`config.mk`:
```
export PLATFORM = sky130hd
export DESIGN_NAME = alu_seq
export DESIGN_NICKNAME = d
export VERILOG_FILES = /design/src/rtl/alu_seq.sv
export SDC_FILE = /design/constraint.sdc
export NUM_CORES = 1
export LEC_CHECK = 0
export CAP_MARGIN = 20
export CORE_UTILIZATION = 45
export CTS_CLUSTER_SIZE = 24
export DETAILED_ROUTE_END_ITERATION = 8
export GPL_ROUTABILITY_DRIVEN = 1
export PLACE_DENSITY = 0.7
export RECOVER_POWER = 100
export SLEW_MARGIN = 10
export SYNTH_ARGS = -nofsm -noshare
export SYNTH_HDL_FRONTEND = slang
export SYNTH_SLANG_ARGS = --single-unit
```
`constraint.sdc`:
```
create_clock -name clk -period 5.65 [get_ports clk]
set_input_delay 0.8475 -clock clk [delete_from_list [all_inputs] [get_ports clk]]
set_output_delay 0.8475 -clock clk [all_outputs]
set_load 0.05 [all_outputs]
```
`src/rtl/alu_seq.sv`:
```
// alu_seq -- sequential WIDTH-bit ALU with valid/ready handshakes.
//
// Purpose:
//   Accepts one operation at a time from the decoder. Single-cycle ops
//   (arithmetic, logic, shifts) are evaluated on the accept edge. MUL runs
//   a shift-add multiplier that retires one multiplier bit per cycle.
//   The result and the Z/N/C/V flags are held until the next operation
//   overwrites them. ADC/SBC consume the registered carry flag.
//
// Ports:
//   clk        rising-edge clock
//   rst        asynchronous, active-high reset
//   in_valid   operation request
//   in_ready   high in IDLE; requests are only taken then
//   op         4-bit opcode (0 ADD .. 10 MUL, 11-15 give zero)
//   a, b       WIDTH-bit operands
//   out_valid  high in DONE; result/flags are valid
//   out_ready  consumer accepts the result (DONE -> IDLE)
//   result     registered WIDTH-bit result
//   flag_z/n/c/v  registered zero, negative, carry, overflow flags
module alu_seq #(
  parameter int WIDTH = 8,
  parameter int SHW   = $clog2(WIDTH)
) (
  input  logic             clk,
  input  logic             rst,
  input  logic             in_valid,
  output logic             in_ready,
  input  logic [3:0]       op,
  input  logic [WIDTH-1:0] a,
  input  logic [WIDTH-1:0] b,
  output logic             out_valid,
  input  logic             out_ready,
  output logic [WIDTH-1:0] result,
  output logic             flag_z,
  output logic             flag_n,
  output logic             flag_c,
  output logic             flag_v
);

  typedef enum logic [1:0] {
    IDLE = 2'd0,
    BUSY = 2'd1,
    DONE = 2'd2
  } state_t;

  localparam logic [3:0] OP_ADD = 4'd0;
  localparam logic [3:0] OP_SUB = 4'd1;
  localparam logic [3:0] OP_AND = 4'd2;
  localparam logic [3:0] OP_OR  = 4'd3;
  localparam logic [3:0] OP_XOR = 4'd4;
  localparam logic [3:0] OP_SHL = 4'd5;
  localparam logic [3:0] OP_SHR = 4'd6;
  localparam logic [3:0] OP_ASR = 4'd7;
  localparam logic [3:0] OP_ADC = 4'd8;
  localparam logic [3:0] OP_SBC = 4'd9;
  localparam logic [3:0] OP_MUL = 4'd10;

  localparam logic [SHW:0] LAST_ITER = (SHW+1)'(WIDTH - 1);

  state_t               state_q, state_d;
  logic [WIDTH-1:0]     result_q, result_d;
  logic                 flag_z_q, flag_z_d;
  logic                 flag_n_q, flag_n_d;
  logic                 flag_c_q, flag_c_d;
  logic                 flag_v_q, flag_v_d;
  logic [2*WIDTH-1:0]   acc_q, acc_d;
  logic [2*WIDTH-1:0]   mcand_q, mcand_d;
  logic [WIDTH-1:0]     mplier_q, mplier_d;
  logic [SHW:0]         cnt_q, cnt_d;

  // Single-cycle datapath, evaluated directly from the request inputs.
  logic [WIDTH-1:0]     alu_r;
  logic                 alu_c;
  logic                 alu_v;
  logic [WIDTH-1:0]     b_op;
  logic                 cin;
  logic [WIDTH:0]       sum;
  logic [WIDTH:0]       shl_w;
  logic [WIDTH:0]       shr_w;
  logic [WIDTH:0]       asr_w;
  logic [SHW-1:0]       sh;
  logic                 add_v;

  always_comb begin
    sh    = b[SHW-1:0];
    b_op  = ((op == OP_SUB) || (op == OP_SBC)) ? ~b : b;
    cin   = 1'b0;
    if (op == OP_SUB) begin
      cin = 1'b1;
    end else if ((op == OP_ADC) || (op == OP_SBC)) begin
      cin = flag_c_q;
    end
    sum   = {1'b0, a} + {1'b0, b_op} + {{WIDTH{1'b0}}, cin};
    // Adder overflow: operands (after inversion) agree in sign, sum does not.
    add_v = (a[WIDTH-1] == b_op[WIDTH-1]) && (sum[WIDTH-1] != a[WIDTH-1]);
    // One guard bit on the exit side catches the last bit shifted out;
    // for a zero shift the guard bit stays 0, giving C=0 for free.
    shl_w = {1'b0, a} << sh;
    shr_w = {a, 1'b0} >> sh;
    asr_w = $signed({a, 1'b0}) >>> sh;

    alu_r = '0;
    alu_c = 1'b0;
    alu_v = 1'b0;
    case (op)
      OP_ADD, OP_SUB, OP_ADC, OP_SBC: begin
        alu_r = sum[WIDTH-1:0];
        alu_c = sum[WIDTH];
        alu_v = add_v;
      end
      OP_AND: alu_r = a & b;
      OP_OR:  alu_r = a | b;
      OP_XOR: alu_r = a ^ b;
      OP_SHL: begin
        alu_r = shl_w[WIDTH-1:0];
        alu_c = shl_w[WIDTH];
      end
      OP_SHR: begin
        alu_r = shr_w[WIDTH:1];
        alu_c = shr_w[0];
      end
      OP_ASR: begin
        alu_r = asr_w[WIDTH:1];
        alu_c = asr_w[0];
      end
      default: begin
        alu_r = '0;
      end
    endcase
  end

  // Next-state logic for the FSM and the multiplier.
  logic [2*WIDTH-1:0] acc_step;

  always_comb begin
    state_d  = state_q;
    result_d = result_q;
    flag_z_d = flag_z_q;
    flag_n_d = flag_n_q;
    flag_c_d = flag_c_q;
    flag_v_d = flag_v_q;
    acc_d    = acc_q;
    mcand_d  = mcand_q;
    mplier_d = mplier_q;
    cnt_d    = cnt_q;
    acc_step = acc_q + (mplier_q[0] ? mcand_q : '0);

    case (state_q)
      IDLE: begin
        if (in_valid) begin
          if (op == OP_MUL) begin
            acc_d    = '0;
            mcand_d  = {{WIDTH{1'b0}}, a};
            mplier_d = b;
            cnt_d    = '0;
            state_d  = BUSY;
          end else begin
            result_d = alu_r;
            flag_z_d = (alu_r == '0);
            flag_n_d = alu_r[WIDTH-1];
            flag_c_d = alu_c;
            flag_v_d = alu_v;
            state_d  = DONE;
          end
        end
      end
      BUSY: begin
        acc_d    = acc_step;
        mcand_d  = mcand_q << 1;
        mplier_d = mplier_q >> 1;
        cnt_d    = cnt_q + 1'b1;
        // The final iteration's partial sum is written straight into the
        // result so DONE is reached WIDTH edges after the accept.
        if (cnt_q == LAST_ITER) begin
          result_d = acc_step[WIDTH-1:0];
          flag_z_d = (acc_step[WIDTH-1:0] == '0);
          flag_n_d = acc_step[WIDTH-1];
          flag_c_d = |acc_step[2*WIDTH-1:WIDTH];
          flag_v_d = 1'b0;
          state_d  = DONE;
        end
      end
      DONE: begin
        if (out_ready) begin
          state_d = IDLE;
        end
      end
      default: begin
        state_d = IDLE;
      end
    endcase
  end

  always_ff @(posedge clk or posedge rst) begin
    if (rst) begin
      state_q  <= IDLE;
      result_q <= '0;
      flag_z_q <= 1'b0;
      flag_n_q <= 1'b0;
      flag_c_q <= 1'b0;
      flag_v_q <= 1'b0;
      acc_q    <= '0;
      mcand_q  <= '0;
      mplier_q <= '0;
      cnt_q    <= '0;
    end else begin
      state_q  <= state_d;
      result_q <= result_d;
      flag_z_q <= flag_z_d;
      flag_n_q <= flag_n_d;
      flag_c_q <= flag_c_d;
      flag_v_q <= flag_v_d;
      acc_q    <= acc_d;
      mcand_q  <= mcand_d;
      mplier_q <= mplier_d;
      cnt_q    <= cnt_d;
    end
  end

  assign in_ready  = (state_q == IDLE);
  assign out_valid = (state_q == DONE);
  assign result    = result_q;
  assign flag_z    = flag_z_q;
  assign flag_n    = flag_n_q;
  assign flag_c    = flag_c_q;
  assign flag_v    = flag_v_q;

endmodule

```
==> impl_results.html <==
<table>
<tr><th>Metric</th><th>Value</th></tr>
<tr><th colspan="2">Critical path</th></tr>
<tr><td>Req. time, crit path</td><td>5.92 ns</td></tr>
<tr><td>Worst Setup Start Kind</td><td>input port</td></tr>
<tr><td>Critical path peak fanout</td><td>15</td></tr>
<tr><td>Reg-to-reg startpoint</td><td>flag_c</td></tr>
<tr><td>Crit-path slowest cell</td><td>sky130_fd_sc_hd__a2111oi_0</td></tr>
<tr><td>Depth of the worst register-to-register path</td><td>12</td></tr>
<tr><td>Type of element capturing the critical path</td><td>flop</td></tr>
<tr><td>Classification of the worst setup path</td><td>input port to flop</td></tr>
<tr><td>Critical path's largest stage delay</td><td>0.86 ns</td></tr>
<tr><td>Reg2reg setup slack</td><td>2.23 ns</td></tr>
<tr><td>Worst reg2reg endpoint</td><td>result[6]</td></tr>
<tr><td>Worst setup path startpoint</td><td>op[0]</td></tr>
<tr><td>Category of cells accounting for the largest share of critical-path delay</td><td>compound AO/OA/AOI/OAI gates</td></tr>
<tr><td>Cells traversed along the worst timing path</td><td>dlygate4sd3_1 &gt; and2_0 &gt; clkbuf_1 &gt; xnor2_1 &gt; ha_1 &gt; a21o_1 &gt; a211oi_1 &gt; nor2_1 &gt; a2111oi_0 &gt; nand2_1 &gt; nor3_1 &gt; nand4_1 &gt; a21oi_1</td></tr>
<tr><td>Buffers &amp; Inverters on Critical Path</td><td>2</td></tr>
<tr><td>Arrival time worst endpoint</td><td>4.79 ns</td></tr>
<tr><th colspan="2">GRT</th></tr>
<tr><td>Pin count of the biggest net entering global routing</td><td>58</td></tr>
<tr><td>Vias in the first global route</td><td>4242</td></tr>
<tr><td>Initial antenna violation count</td><td>0</td></tr>
<tr><td>Wire length of the first global-routing pass</td><td>21850 um</td></tr>
<tr><td>GR Util All Layers</td><td>0.2517</td></tr>
<tr><td>Remaining global-route overflow</td><td>0</td></tr>
<tr><th colspan="2">Outcome</th></tr>
<tr><td>Violations in the final reports</td><td>max-capacitance violations, max-slew violations</td></tr>
<tr><td>Result of the run</td><td>finished with violations</td></tr>
<tr><th colspan="2">Logic synthesis</th></tr>
<tr><td>Number of register bits inferred by synthesis</td><td>57</td></tr>
<tr><td>Cell type contributing the most total cell area after synthesis</td><td>sky130_fd_sc_hd__dfrtp_1</td></tr>
<tr><td>Share of flip-flops with an asynchronous set or reset</td><td>1.000</td></tr>
<tr><td>Synthesized area</td><td>4847 um^2</td></tr>
<tr><td>Portion of the post-synthesis area used by sequential elements</td><td>0.2943</td></tr>
<tr><td>Cell with the most instances after synthesis</td><td>sky130_fd_sc_hd__nand2_1</td></tr>
<tr><td>Warnings from Yosys</td><td>0</td></tr>
<tr><td>Count of mapped cells out of synthesis</td><td>556</td></tr>
<tr><td>Top area cells in the synthesized netlist</td><td>sky130_fd_sc_hd__dfrtp_1 29%, sky130_fd_sc_hd__ha_1 10%, sky130_fd_sc_hd__nand2_1 6.4%, sky130_fd_sc_hd__o21ai_0 4.3%, sky130_fd_sc_hd__xnor2_1 3.8%</td></tr>
<tr><td>Most used flip-flop cell after synthesis</td><td>sky130_fd_sc_hd__dfrtp_1</td></tr>
<tr><td>Distinct cell type count after synthesis</td><td>68</td></tr>
<tr><td>EDFF count, synth</td><td>0</td></tr>
<tr><td>Net Count, Synth</td><td>623</td></tr>
<tr><td>Proportion of netlist area held by the largest area contributor</td><td>0.2943</td></tr>
<tr><td>Mean post-synth cell area</td><td>8.718 um^2</td></tr>
<tr><td>Cell types with the highest counts after synthesis</td><td>83 x sky130_fd_sc_hd__nand2_1, 57 x sky130_fd_sc_hd__dfrtp_1, 42 x sky130_fd_sc_hd__o21ai_0</td></tr>
<tr><th colspan="2">Place</th></tr>
<tr><td>Placer congestion estimate</td><td>0.9689</td></tr>
<tr><td>Estimated wirelength of the detail-placed design</td><td>9752 um</td></tr>
<tr><td>Port Buffer Count</td><td>37</td></tr>
<tr><th colspan="2">Routing</th></tr>
<tr><td>Remaining antenna violation count</td><td>0</td></tr>
<tr><td>First drt pass iteration count</td><td>4</td></tr>
<tr><td>Iteration-0 DRC count of the detailed router</td><td>275</td></tr>
<tr><td>Number of design rule violations left after detail routing</td><td>0</td></tr>
<tr><td>Vias</td><td>4300</td></tr>
<tr><td>Average detailed-routed wire length per instance</td><td>18.33 um</td></tr>
<tr><td>Ratio of routed vias to standard cells</td><td>5.981</td></tr>
<tr><td>Total Wirelength</td><td>13180 um</td></tr>
<tr><th colspan="2">STA</th></tr>
<tr><td>Clk_skew</td><td>0.01141 ns</td></tr>
<tr><td>Hold Violations, Final</td><td>0</td></tr>
<tr><td>Worst Max-Slew Pin Slew</td><td>3.055 ns</td></tr>
<tr><td>Fin crit share</td><td>0.7989</td></tr>
<tr><td>Worst hold margin</td><td>0.4742 ns</td></tr>
<tr><td>Max-slew headroom at the worst pin</td><td>-1.036</td></tr>
<tr><td>Tmin final</td><td>4.514 ns</td></tr>
<tr><td>Max-slew violation count</td><td>98</td></tr>
<tr><td>Peak clock frequency supported by timing</td><td>0.2216 GHz</td></tr>
<tr><td>Setup repair after global routing missed its margin</td><td>no</td></tr>
<tr><td>Setup violations, final</td><td>0</td></tr>
<tr><td>Aggregate negative setup slack</td><td>0 ns</td></tr>
<tr><th colspan="2">Hold path</th></tr>
<tr><td>Hold_sp</td><td>result[0]</td></tr>
<tr><td>Worst hold path depth</td><td>2</td></tr>
<tr><td>Worst Hold Path EP</td><td>result[0]</td></tr>
<tr><td>Class of the most critical hold timing path</td><td>flop to flop</td></tr>
<tr><th colspan="2">Final layout</th></tr>
<tr><td>Final net count</td><td>645</td></tr>
<tr><td>Number of inserted diodes</td><td>0</td></tr>
<tr><td>Area growth from synthesis to final layout</td><td>13.16%</td></tr>
<tr><td>Fillcell total</td><td>984</td></tr>
<tr><td>Fraction of layout instances using a drive strength above 1</td><td>0.08576</td></tr>
<tr><td>Final core area utilization</td><td>0.5290</td></tr>
<tr><th colspan="2">Clock network</th></tr>
<tr><td>Maximum level of the CTS H-tree</td><td>3</td></tr>
<tr><td>TritonCTS clock tree</td><td>yes</td></tr>
<tr><td>Total number of clock tree sinks</td><td>57</td></tr>
<tr><td>Number of buffers on the longest clock path</td><td>2</td></tr>
<tr><td>Post CTS Setup Buffer Count</td><td>0</td></tr>
<tr><td>Clock latency on the worst-skew pair</td><td>0.35 ns</td></tr>
<tr><td>Number of buffers added by the clock tree synthesis step</td><td>9</td></tr>
<tr><td>Resize count post-CTS</td><td>0</td></tr>
<tr><td>Cell at the root of the clock tree</td><td>sky130_fd_sc_hd__clkbuf_8</td></tr>
<tr><td>Number of buffers added to fix hold violations after cts</td><td>0</td></tr>
<tr><td>Clock-pin slew on the worst setup and hold paths</td><td>0.07 ns</td></tr>
<tr><th colspan="2">Die</th></tr>
<tr><td>Boundary Pins</td><td>38</td></tr>
<tr><td>Die area</td><td>11190 um^2</td></tr>
<tr><td>Area of the core</td><td>10370 um^2</td></tr>
<tr><td>Num rows</td><td>37</td></tr>
<tr><td>DIE WIDTH</td><td>105.8 um</td></tr>
<tr><td>Height of the die</td><td>105.8 um</td></tr>
<tr><td>Initial standard-cell utilization of the core</td><td>0.4674</td></tr>
<tr><th colspan="2">Power</th></tr>
<tr><td>Switching Share</td><td>0.4309</td></tr>
<tr><td>Net Sw Power</td><td>849.5 uW</td></tr>
<tr><td>Overall power of the completed layout</td><td>1971 uW</td></tr>
<tr><td>Clock network fraction of design power</td><td>0.201</td></tr>
<tr><td>Internal power contribution</td><td>1122 uW</td></tr>
<tr><td>Static leakage</td><td>0.002429 uW</td></tr>
<tr><td>Total power per unit cell area</td><td>359.4 nW/um^2</td></tr>
<tr><td>Worst-case vdd ir drop</td><td>0.1921 mV</td></tr>
<tr><td>Fraction of power consumed by sequential logic</td><td>0.344</td></tr>
<tr><td>Combinational share of power</td><td>0.455</td></tr>
<tr><th colspan="2">Job</th></tr>
<tr><td>Max-cap violations</td><td>2</td></tr>
</table>
==> cells by family after synthesis <==
kind of cell / synth area share
compound gates: 0.2641
xor+xnor: 0.04879
fa+ha+maj: 0.1156
buf+inv: 0.05240
flops: 0.2943
mux: 0.05059
simple gates: 0.1742
==> worst register-to-register path, cell delays in order, from the launching register on <==
cell                       delay [ns]
sky130_fd_sc_hd__dfrtp_1         0.45
sky130_fd_sc_hd__mux2i_1         0.17
sky130_fd_sc_hd__nor3_1          0.08
sky130_fd_sc_hd__fa_1            0.46
sky130_fd_sc_hd__fa_1            0.44
sky130_fd_sc_hd__a21o_1          0.18
sky130_fd_sc_hd__a21oi_1         0.23
sky130_fd_sc_hd__nor2b_1         0.08
sky130_fd_sc_hd__o21a_1          0.17
sky130_fd_sc_hd__or3_1           0.31
sky130_fd_sc_hd__a311oi_1        0.45
sky130_fd_sc_hd__o21ba_2         0.19
sky130_fd_sc_hd__o21ai_0         0.07
==> area by class of cell <==
| type | instances | area [um^2] | area share |
|---|---|---|---|
| Clock inverter | 6 | 66.31 | 0.01209 |
| Sequential cell | 57 | 1426 | 0.2600 |
| Tap cell | 136 | 170.2 | 0.03102 |
| Inverter | 22 | 82.58 | 0.01505 |
| Clock buffer | 10 | 137.6 | 0.02509 |
| Multi-Input combinational cell | 441 | 3168 | 0.5776 |
| Timing Repair Buffer | 47 | 434.2 | 0.07915 |
==> layout by cell type (no fill, tap or decap), types with 8 or more instances in the layout <==
master and count:
sky130_fd_sc_hd__and2_1 16, sky130_fd_sc_hd__ha_1 40, sky130_fd_sc_hd__a21oi_1 32, sky130_fd_sc_hd__o31a_1 15
sky130_fd_sc_hd__dlygate4sd3_1 16, sky130_fd_sc_hd__clkdlybuf4s50_1 21, sky130_fd_sc_hd__nand2_1 83, sky130_fd_sc_hd__xnor2_1 21
sky130_fd_sc_hd__o21ai_0 42, sky130_fd_sc_hd__a211oi_1 10, sky130_fd_sc_hd__nor3_1 8, sky130_fd_sc_hd__inv_1 20
sky130_fd_sc_hd__a22o_1 18, sky130_fd_sc_hd__a21o_1 11, sky130_fd_sc_hd__nor2_1 24, sky130_fd_sc_hd__dfrtp_1 57
sky130_fd_sc_hd__mux4_2 8, sky130_fd_sc_hd__clkbuf_8 10
==> metrics by stage <==
stage	instance area (um^2)	setup slack, ns	instances
2_1_floorplan	4847	1.174	556
3_3_place_gp	5300	1.160	703
3_5_place_dp	5300	1.001	703
4_1_cts	5504	1.355	719
5_1_grt	5485	0.7853	719
6_report	5485	1.136	719
==> per-layer routing <==
layer | track usage | vias up | part of all wire
met5 | 0 | - | 0
met4 | 0.1081 | 0 | 0.029
met3 | 0.04329 | 27 | 0.043
met2 | 0.3987 | 120 | 0.46
met1 | 0.3371 | 2078 | 0.47
li1 | - | 2075 | -
==> worst max-delay path by stage <==
stage          slack, ns  cells after the start        end
3_3_place_gp        1.16                     14  result[6]
2_1_floorplan       1.17                     16  result[6]
3_5_place_dp        1.00                     14  result[6]
6_report            1.14                     13     flag_z
5_1_grt             0.79                     13     flag_z
4_1_cts             1.36                     14  result[6]
==> power by group through the flow <==
stage	clock network (uW)	logic (uW)	registers (uW)
3_3_place_gp	0	889	677
2_1_floorplan	0	601	727
4_1_cts	406	912	678
5_1_grt	429	991	701
3_5_place_dp	0	907	685
6_report	396	898	678
==> state kept, by name (all words and copies together) (netlist names) <==
name and flops:
acc_q 16, mcand_q 16, mplier_q 8, result 8
cnt_q 4, state_q 2, flag_c 1, flag_v 1
flag_z 1
(Power assumes the default switching activity.)
